**config.mk**
```make
export PLATFORM = sky130hd
export DESIGN_NAME = ibex_wb_scoreboard
export DESIGN_NICKNAME = d
export VERILOG_FILES = /design/src/rtl/ibex_wb_scoreboard.sv
export SDC_FILE = /design/constraint.sdc
export NUM_CORES = 1
export LEC_CHECK = 0
export CAP_MARGIN = 20
export CORE_ASPECT_RATIO = 1.75
export CORE_MARGIN = 8
export CORE_UTILIZATION = 49
export CTS_CLUSTER_SIZE = 14
export DETAILED_ROUTE_END_ITERATION = 10
export PLACE_DENSITY = 0.8
export SLEW_MARGIN = 20
export SYNTH_ARGS = -nofsm -noshare
export SYNTH_HDL_FRONTEND = slang
export SYNTH_SLANG_ARGS = --single-unit
```
**constraint.sdc**
```tcl
create_clock -name clk_i -period 3.78 [get_ports clk_i]
set_input_delay 1.134 -clock clk_i [delete_from_list [all_inputs] [get_ports clk_i]]
set_output_delay 1.134 -clock clk_i [all_outputs]
set_load 0.02 [all_outputs]
```
**src/rtl/ibex_wb_scoreboard.sv**
```systemverilog
// In-order writeback scoreboard for up to DEPTH outstanding LSU/multdiv ops: hazard stall, RF write enables, retire count.
// EX ops retire in the accept cycle and queued ops retire in their strobe cycle; issue stalls on a hazard, or when full (or non-empty for EX).
module ibex_wb_scoreboard #(
  parameter int unsigned DEPTH = 2,
  parameter int unsigned CNT_W = 32
) (
  input  logic                     clk_i,
  input  logic                     rst_i,
  input  logic                     flush_i,
  input  logic                     issue_valid_i,
  output logic                     issue_ready_o,
  input  logic [1:0]               issue_unit_i,
  input  logic                     issue_we_i,
  input  logic [4:0]               issue_rd_i,
  input  logic [4:0]               issue_rs1_i,
  input  logic [4:0]               issue_rs2_i,
  input  logic                     issue_rs1_used_i,
  input  logic                     issue_rs2_used_i,
  input  logic                     issue_compressed_i,
  input  logic                     lsu_valid_i,
  input  logic                     lsu_err_i,
  input  logic                     ex_valid_i,
  output logic                     hazard_o,
  output logic                     wb_we_o,
  output logic [4:0]               wb_waddr_o,
  output logic [1:0]               wb_sel_o,
  output logic                     wb_err_o,
  output logic                     instr_ret_o,
  output logic                     instr_ret_compressed_o,
  output logic [CNT_W-1:0]         ret_count_o,
  output logic [$clog2(DEPTH):0]   outstanding_o,
  output logic                     empty_o,
  output logic                     full_o
);

  localparam int unsigned PW = $clog2(DEPTH);
  localparam int unsigned CW = PW + 1;

  localparam logic [1:0] UNIT_LSU = 2'd1;
  localparam logic [1:0] UNIT_MD  = 2'd2;

  typedef struct packed {
    logic [4:0] rd;
    logic       we;
    logic [1:0] unit;
    logic       compressed;
  } sb_entry_t;

  sb_entry_t        q [DEPTH];
  logic [DEPTH-1:0] vld_q;
  logic [PW-1:0]    head_q;
  logic [PW-1:0]    tail_q;
  logic [CW-1:0]    count_q;
  logic [CNT_W-1:0] ret_cnt_q;

  sb_entry_t head_e;
  sb_entry_t new_e;
  logic      issue_ex;
  logic      hit;
  logic      issue_fire;
  logic      ex_ret;
  logic      head_done;
  logic      head_lsu_err;
  logic      push;
  logic      pop;

  assign head_e   = q[head_q];
  assign empty_o  = (count_q == '0);
  assign full_o   = (count_q == CW'(DEPTH));
  assign issue_ex = (issue_unit_i != UNIT_LSU) && (issue_unit_i != UNIT_MD);

  // No bypass: a head completing this cycle still blocks a dependent issue.
  always_comb begin
    hit = 1'b0;
    for (int i = 0; i < DEPTH; i++) begin
      if (vld_q[i] && q[i].we && (q[i].rd != 5'd0) &&
          ((issue_rs1_used_i && (issue_rs1_i == q[i].rd)) ||
           (issue_rs2_used_i && (issue_rs2_i == q[i].rd)) ||
           (issue_we_i       && (issue_rd_i  == q[i].rd)))) begin
        hit = 1'b1;
      end
    end
  end

  assign hazard_o      = issue_valid_i & hit;
  assign issue_ready_o = !flush_i && !hazard_o && (issue_ex ? empty_o : !full_o);
  assign issue_fire    = issue_valid_i & issue_ready_o;
  assign ex_ret        = issue_fire & issue_ex & !rst_i;
  assign head_done     = !rst_i && !flush_i && !empty_o &&
                         (((head_e.unit == UNIT_LSU) && lsu_valid_i) ||
                          ((head_e.unit == UNIT_MD)  && ex_valid_i));
  assign head_lsu_err  = (head_e.unit == UNIT_LSU) && lsu_err_i;
  assign push          = issue_fire & !issue_ex;
  assign pop           = head_done;

  always_comb begin
    wb_we_o                = 1'b0;
    wb_err_o               = 1'b0;
    instr_ret_o            = 1'b0;
    instr_ret_compressed_o = 1'b0;
    wb_waddr_o             = (empty_o || flush_i) ? 5'd0 : head_e.rd;
    wb_sel_o               = (empty_o || flush_i) ? 2'd0 : head_e.unit;
    if (ex_ret) begin
      wb_we_o                = issue_we_i && (issue_rd_i != 5'd0);
      wb_waddr_o             = issue_rd_i;
      wb_sel_o               = 2'd0;
      instr_ret_o            = 1'b1;
      instr_ret_compressed_o = issue_compressed_i;
    end else if (head_done) begin
      wb_we_o                = head_e.we && (head_e.rd != 5'd0) && !head_lsu_err;
      wb_err_o               = head_lsu_err;
      instr_ret_o            = !head_lsu_err;
      instr_ret_compressed_o = !head_lsu_err && head_e.compressed;
    end
  end

  always_ff @(posedge clk_i) begin
    if (rst_i) begin
      head_q    <= '0;
      tail_q    <= '0;
      count_q   <= '0;
      vld_q     <= '0;
      ret_cnt_q <= '0;
    end else begin
      if (flush_i) begin
        head_q  <= '0;
        tail_q  <= '0;
        count_q <= '0;
        vld_q   <= '0;
      end else begin
        if (push) begin
          tail_q         <= tail_q + PW'(1);
          vld_q[tail_q]  <= 1'b1;
        end
        if (pop) begin
          head_q         <= head_q + PW'(1);
          vld_q[head_q]  <= 1'b0;
        end
        count_q <= count_q + CW'(push) - CW'(pop);
      end
      ret_cnt_q <= ret_cnt_q + CNT_W'(instr_ret_o);
    end
  end

  assign new_e = '{rd: issue_rd_i, we: issue_we_i, unit: issue_unit_i, compressed: issue_compressed_i};

  // Payload needs no reset: vld_q and count_q gate every use of it.
  always_ff @(posedge clk_i) begin
    if (push) begin
      q[tail_q] <= new_e;
    end
  end

  assign ret_count_o   = ret_cnt_q;
  assign outstanding_o = count_q;

endmodule

```
==> summary.txt, run 1 <==
slowest stage delay, CP = 0.32 ns
WL/cell = 17.84 µm
Final Instance Area = 4339 µm²
CP endpoint kind = primary output
Bufs on Longest Clock Path = 2
initial drt markers = 48
crit path buf inv count = 2
Synth Area in Compound Gates = 7.759%
Via density = 5.338
unrepaired setup endpoints after global routing = yes
Boundary Pins = 77
number of global-route vias before repair = 2809
hold crit path type = reg2reg
die height = 117.8 µm
MaxCap Viol Count = 0
top cells by area, synth = dfxtp_1 27%, edfxtp_1 19%, xor2_1 11%
Post-Synth XOR/XNOR Area = 17.80%
most frequent cells in the layout = 44 x clkdlybuf4s50_1, 39 x dfxtp_1, 39 x buf_4
Final Util = 74.98%
largest family of logic cells by synthesized area = simple AND/OR/NAND/NOR gates
total track usage = 21.14%
Worst slew margin = 50.47%
WS Path Type = in2out
Max Slew Vio Count = 0
worst r2r path cells = 14
clock tree sinks = 57
Cell Chain, Critical Path = buf_8 -> xor2_2 -> nor4_2 -> nand3_1 -> a31o_2 -> and3b_2 -> o2bb2ai_2 -> buf_6
Die Span X = 74.18 µm
Fill cells = 403
Leak = 1.631 nW
Yosys top cell area share = 26.90%
clk_skew = 0.02395 ns
initial core utilization = 50.16%
CTS tree = done
Core Box Area = 5787 µm²
pwr dens = 339.7 nW/µm²
worst vdd ir = 0.4284 mV
Critical Path RT = 2.65 ns
post-synthesis mux area share = 3.621%
# diodes = 0
Unique masters post-synth = 35
Pre-Repair DR Iteration Count = 4
WL final = 8.868 mm
Final setup viols = 7
Synth Area in Adders = 1.724%
commonest non-fill, non-tap cell in the layout = clkdlybuf4s50_1
Synthesized Nets = 330
Skew-Pair Late Insertion Delay = 0.35 ns
final antenna-violating net count = 0
Synthesis Warnings = 0
final hold vios = 0
synthesized area = 2903 µm²
critical path startpoint category = input port
sequential area share after synthesis = 45.52%
Tcrit/Tclk final = 101.8%
Hold Crit Depth = 2
Rows = 37
Max FO, Critical Path = 7
CP delay by family, top = simple AND/OR/NAND/NOR gates
post-synthesis cell count = 298
Via Count = 2653
Area growth syn-to-layout = 49.48%
initial antenna violation count = 0
Die ar. = 8740 µm²
Fmax = 0.2599 GHz
htree depth = 3
#FFs+latches synth = 57
Clock Pin Slew Worst Setup and Hold Paths = 0.06 ns
setup ws final = -0.06800 ns
synthesized area per cell = 9.741 µm²
Post-DP Area = 3994 µm²
outcome = complete, but fails checks
Min Hold Slack = 0.4873 ns
DRC viols = 0
Levels on crit path = 8
slowest CP cell = nor4_2
DP HPWL = 6.724 mm
first-pass GRT wire length = 13.94 mm
worst slew pin tran = 0.7401 ns
largest net degree at the start of global routing = 32
Simple-Gate Fraction of Synth Area = 20.73%
buffers added on ports = 76
Yosys top cell by area = dfxtp_1
setup TNS = -0.4359 ns
routability cong. = 1.070
Crit path arrival time = 2.71 ns
nets = 446
fraction of layout cells with a size suffix above 1 = 25.78%
grt total ovfl = 0
crit path time final = 3.848 ns
clock buffer count from CTS = 9
reg-to-reg setup timing slack = 0.45 ns
root buf cell = clkbuf_8
failing checks = setup timing
synthesized netlist by cell type, drive strengths merged:
cell type,n
or4,3
nand4,6
o2bb2ai,7
or3,6
clkbuf,9
xnor2,22
inv,10
and3,7
o21a,3
a211o,1
and3b,1
and2,3
mux2i,9
a31o,2
or2,1
buf,1
a221oi,2
nor2b,4
mux2,1
nand3,18
a2111oi,1
edfxtp,18
and4,3
ha,4
nand2,16
nor2,32
dfxtp,39
a21oi,6
nor3,11
nor4,7
xor2,37
o21ai,8
routing by layer:
layer  GRT usage [%]  wire length, µm  vias up
li1                -                -     1281
met1           19.13             3165     1218
met2           37.83             4569      122
met3           5.631              593       32
met4           14.99              539        0
met5               0                0        -
path summary, 6_finish.rpt:
path                               startpoint                      to
worst max-delay path            issue_rd_i[1]  instr_ret_compressed_o
worst min-delay path                 vld_q[1]                vld_q[1]
worst max register to register      flip-flop         ret_count_o[22]
worst min register to register       vld_q[1]                vld_q[1]
worst reg2reg max path: stages, from the launching register on:
cell	delay, ns
dfxtp_1	0.51
mux2_4	0.35
nor2_2	0.15
nand2_2	0.08
a2111oi_4	0.38
nand2_2	0.19
o21ai_4	0.12
buf_4	0.14
ha_1	0.16
ha_1	0.18
and4_1	0.25
nand4_1	0.10
buf_4	0.18
or3_1	0.31
a21oi_1	0.15
sequential cells by signal (all words and copies together) (netlist names), named ones only:
signal         cells
outstanding_o      2
head_q             1
vld_q              2
q                 18
ret_count_o       32
tail_q             1
where the power goes:
part	switching, W	internal [W]
registers	0.00000412	0.000637
logic	0.0000653	0.0000643
clock network	0.000259	0.000444
area by class of cell:
cell class                      instances  area (µm²)  share of cell area [%]
Multi-Input combinational cell        221        1620                   37.34
Sequential cell                        57        1321                   30.45
Timing Repair Buffer                  115        1013                   23.36
Clock inverter                          7       125.1                   2.884
Clock buffer                            9       123.9                   2.855
Tap cell                               78       97.59                   2.249
Inverter                               10       37.54                  0.8651
logic make-up after synthesis:
| kind of cell | after synthesis |
|---|---|
| and+or+nand+nor | 118 |
| xor gates and xnor gates | 59 |
| DFF | 57 |
| AOI/OAI and AO/OA | 30 |
| buffers and inverters | 20 |
| muxes | 10 |
| adders and majority gates | 4 |
timing repair:
| item | 4_1_cts | 5_1_grt |
|---|---|---|
| cloned | 0 | 0 |
| gates resized for setup | 128 | 20 |
| hold buffers | 0 | 0 |
| setup endpoints to repair | 37 | 14 |
| setup buffers | 2 | 0 |
| pin swaps | 23 | 20 |
metrics by stage:
stage / worst slack (ns) / instances / power (W)
final: -0.06800 / 497 / 0.001474
after floorplan: 0.03437 / 298 / 0.0007018
after CTS: -0.03976 / 497 / 0.001471
after global placement: -0.8475 / 479 / 0.0007790
after detailed placement: -0.8832 / 479 / 0.0007802
after global routing: -0.1494 / 497 / 0.001524
(Power assumes the default switching activity.)
==> run 2, diff against run 1 <==
CAP_MARGIN = not set   (was 20)
==> results of run 2 <==
No change in the layout: final DEF, timing and power equal those of run 1.
==> run 3, diff against run 2 <==
PLACE_DENSITY = 0.81   (was 0.8)
==> run 3 against run 2 <==
  * The run still ends with setup timing left
  * Final area fell by 0.26%
  * Utilization down 0.19 points
  * Final cell count is the same
  * Register-to-register slack better by 0.07 ns
  * Flip-flop and latch count unchanged
  * Non-clock buffer count stayed put
  * Clock-buffer cell count did not move
  * Global-route usage down 0.36 points
  * Combinational power hardly changed
==> summary.txt, run 3 (same netlist as run 1, synthesis figures left out) <==
outcome = complete, but fails checks
failing checks = setup timing
DP HPWL = 6.776 mm
clk_skew = 0.01136 ns
total track usage = 20.78%
Rows = 37
Skew-Pair Late Insertion Delay = 0.34 ns
crit path buf inv count = 2
Via density = 5.280
crit path time final = 3.838 ns
Post-DP Area = 3979 µm²
buffers added on ports = 76
Max FO, Critical Path = 7
worst slew pin tran = 0.7466 ns
CP endpoint kind = primary output
Crit path arrival time = 2.70 ns
Pre-Repair DR Iteration Count = 4
Psw = 0.0003265 W
DRC viols = 0
root buf cell = clkbuf_8
largest net degree at the start of global routing = 33
Final Util = 74.79%
WS Path Type = in2out
Hold EP = vld_q[1]
commonest non-fill, non-tap cell in the layout = clkdlybuf4s50_1
final antenna-violating net count = 0
Cell Chain, Critical Path = clkdlybuf4s50_1 -> nand3_1 -> a31o_2 -> and3b_2 -> o2bb2ai_4 -> buf_6
unrepaired setup endpoints after global routing = yes
Leak = 1.635 nW
hold crit path type = reg2reg
critical path startpoint category = input port
slowest CP cell = clkdlybuf4s50_1
first-pass GRT wire length = 13.79 mm
worst vdd ir = 0.4633 mV
WL/cell = 18.10 µm
initial core utilization = 50.16%
most frequent cells in the layout = 44 x clkdlybuf4s50_1, 42 x buf_4, 39 x dfxtp_1
MaxCap Viol Count = 0
Tcrit/Tclk final = 101.5%
max FFs per register = 32
fin cells = 497
final hold vios = 0
Fill cells = 404
worst slack, placed = -0.8456 ns
WL final = 8.996 mm
pwr dens = 340.3 nW/µm²
Clock Pin Slew Worst Setup and Hold Paths = 0.06 ns
Clock power frac = 47.7%
worst hold start = vld_q[1]
grt total ovfl = 0
Comb power frac = 8.8%
Bufs on Longest Clock Path = 2
Post-Place Cells = 477
Final Instance Area = 4328 µm²
Hold Crit Depth = 2
Area growth syn-to-layout = 49.09%
Final setup viols = 7
nets = 446
number of global-route vias before repair = 2761
FF-to-FF End = ret_count_o[22]
sequential share of power = 43.5%
Boundary Pins = 77
reg-to-reg setup timing slack = 0.52 ns
slowest stage delay, CP = 0.58 ns
htree depth = 3
die height = 117.8 µm
Via Count = 2624
internal power = 0.001146 W
switch share = 22.17%
Max Slew Vio Count = 0
Fmax = 0.2606 GHz
Reg-to-Reg Start = q[1][6]
worst r2r path cells = 15
overall power = 0.001473 W
Worst slew margin = 50.05%
clock tree sinks = 57
Die Span X = 74.18 µm
Die ar. = 8740 µm²
CP delay by family, top = buffers and inverters
fraction of layout cells with a size suffix above 1 = 24.82%
# diodes = 0
routability cong. = 1.007
setup ws final = -0.05782 ns
initial drt markers = 107
Core Box Area = 5787 µm²
CTS tree = done
clock buffer count from CTS = 9
Critical Path RT = 2.65 ns
initial antenna violation count = 0
==> run 3: cell types whose count changed in the layout (fill, tap and decap cells not counted), moves of 2 or more <==
cell and change:
clkbuf_2 -2, buf_4 +3, xor2_2 -3, xor2_1 +3
==> run 3: power groups by stage <==
stage / Combinational, W / Sequential [W] / Clock (W)
finish: 0.000130 / 0.000641 / 0.000702
global route: 0.000138 / 0.000641 / 0.000741
CTS: 0.000125 / 0.000640 / 0.000714
detailed placement: 0.000125 / 0.000654 / 0
global placement: 0.000123 / 0.000654 / 0
floorplan: 0.0000462 / 0.000656 / 0
==> run 3: stage by stage <==
step / setup TNS [ns] / hold WS [ns]
after floorplan: 0 / 0.4515
after global placement: -19.15 / 0.4667
after detailed placement: -20.67 / 0.4709
after CTS: -0.2223 / 0.4797
after global routing: -0.7317 / 0.5157
final: -0.3449 / 0.4810
==> run 3: worst max path at each step <==
stage	cells after the start	slack [ns]	from	to
after CTS	8	-0.04	issue_rd_i[0]	wb_we_o
after global placement	8	-0.82	issue_rd_i[3]	instr_ret_compressed_o
after global routing	6	-0.12	issue_we_i	wb_waddr_o[3]
after detailed placement	8	-0.85	issue_rd_i[3]	wb_we_o
after floorplan	12	0.03	flush_i	ret_count_o[31]
final	6	-0.06	issue_we_i	wb_waddr_o[3]
==> run 3: timing repair <==
item | CTS | global route
gates resized for setup | 130 | 18
pin swaps | 25 | 14
hold buffers | 0 | 0
setup buffers | 2 | 2
setup endpoints to repair | 33 | 21
==> run 3: cell type report <==
cell class | count | area (µm²) | area share, %
multi-input cells | 221 | 1597 | 36.89
repair buffers | 115 | 1026 | 23.71
clock buffers | 9 | 123.9 | 2.862
flip-flops and latches | 57 | 1321 | 30.53
inverters | 10 | 37.54 | 0.8673
clock inverters | 7 | 125.1 | 2.891
well taps | 78 | 97.59 | 2.255
==> run 3: layer usage <==
layer  GRT usage [%]  part of all wire, %  vias up
met5               0                    0        -
met4           13.60                  4.4        0
met3           5.802                  6.3       25
met2           36.95                   53      112
met1           19.34                   36     1211
li1                -                    -     1276
==> run 3: worst register-to-register path: cells and delay by family (launching register included) <==
| family | cells | cell delay, ns |
|---|---|---|
| DFF | 1 | 0.52 |
| and+or+nand+nor | 6 | 1.26 |
| AOI/OAI and AO/OA | 4 | 0.66 |
| buffers and inverters | 3 | 0.43 |
| adders and majority gates | 2 | 0.32 |
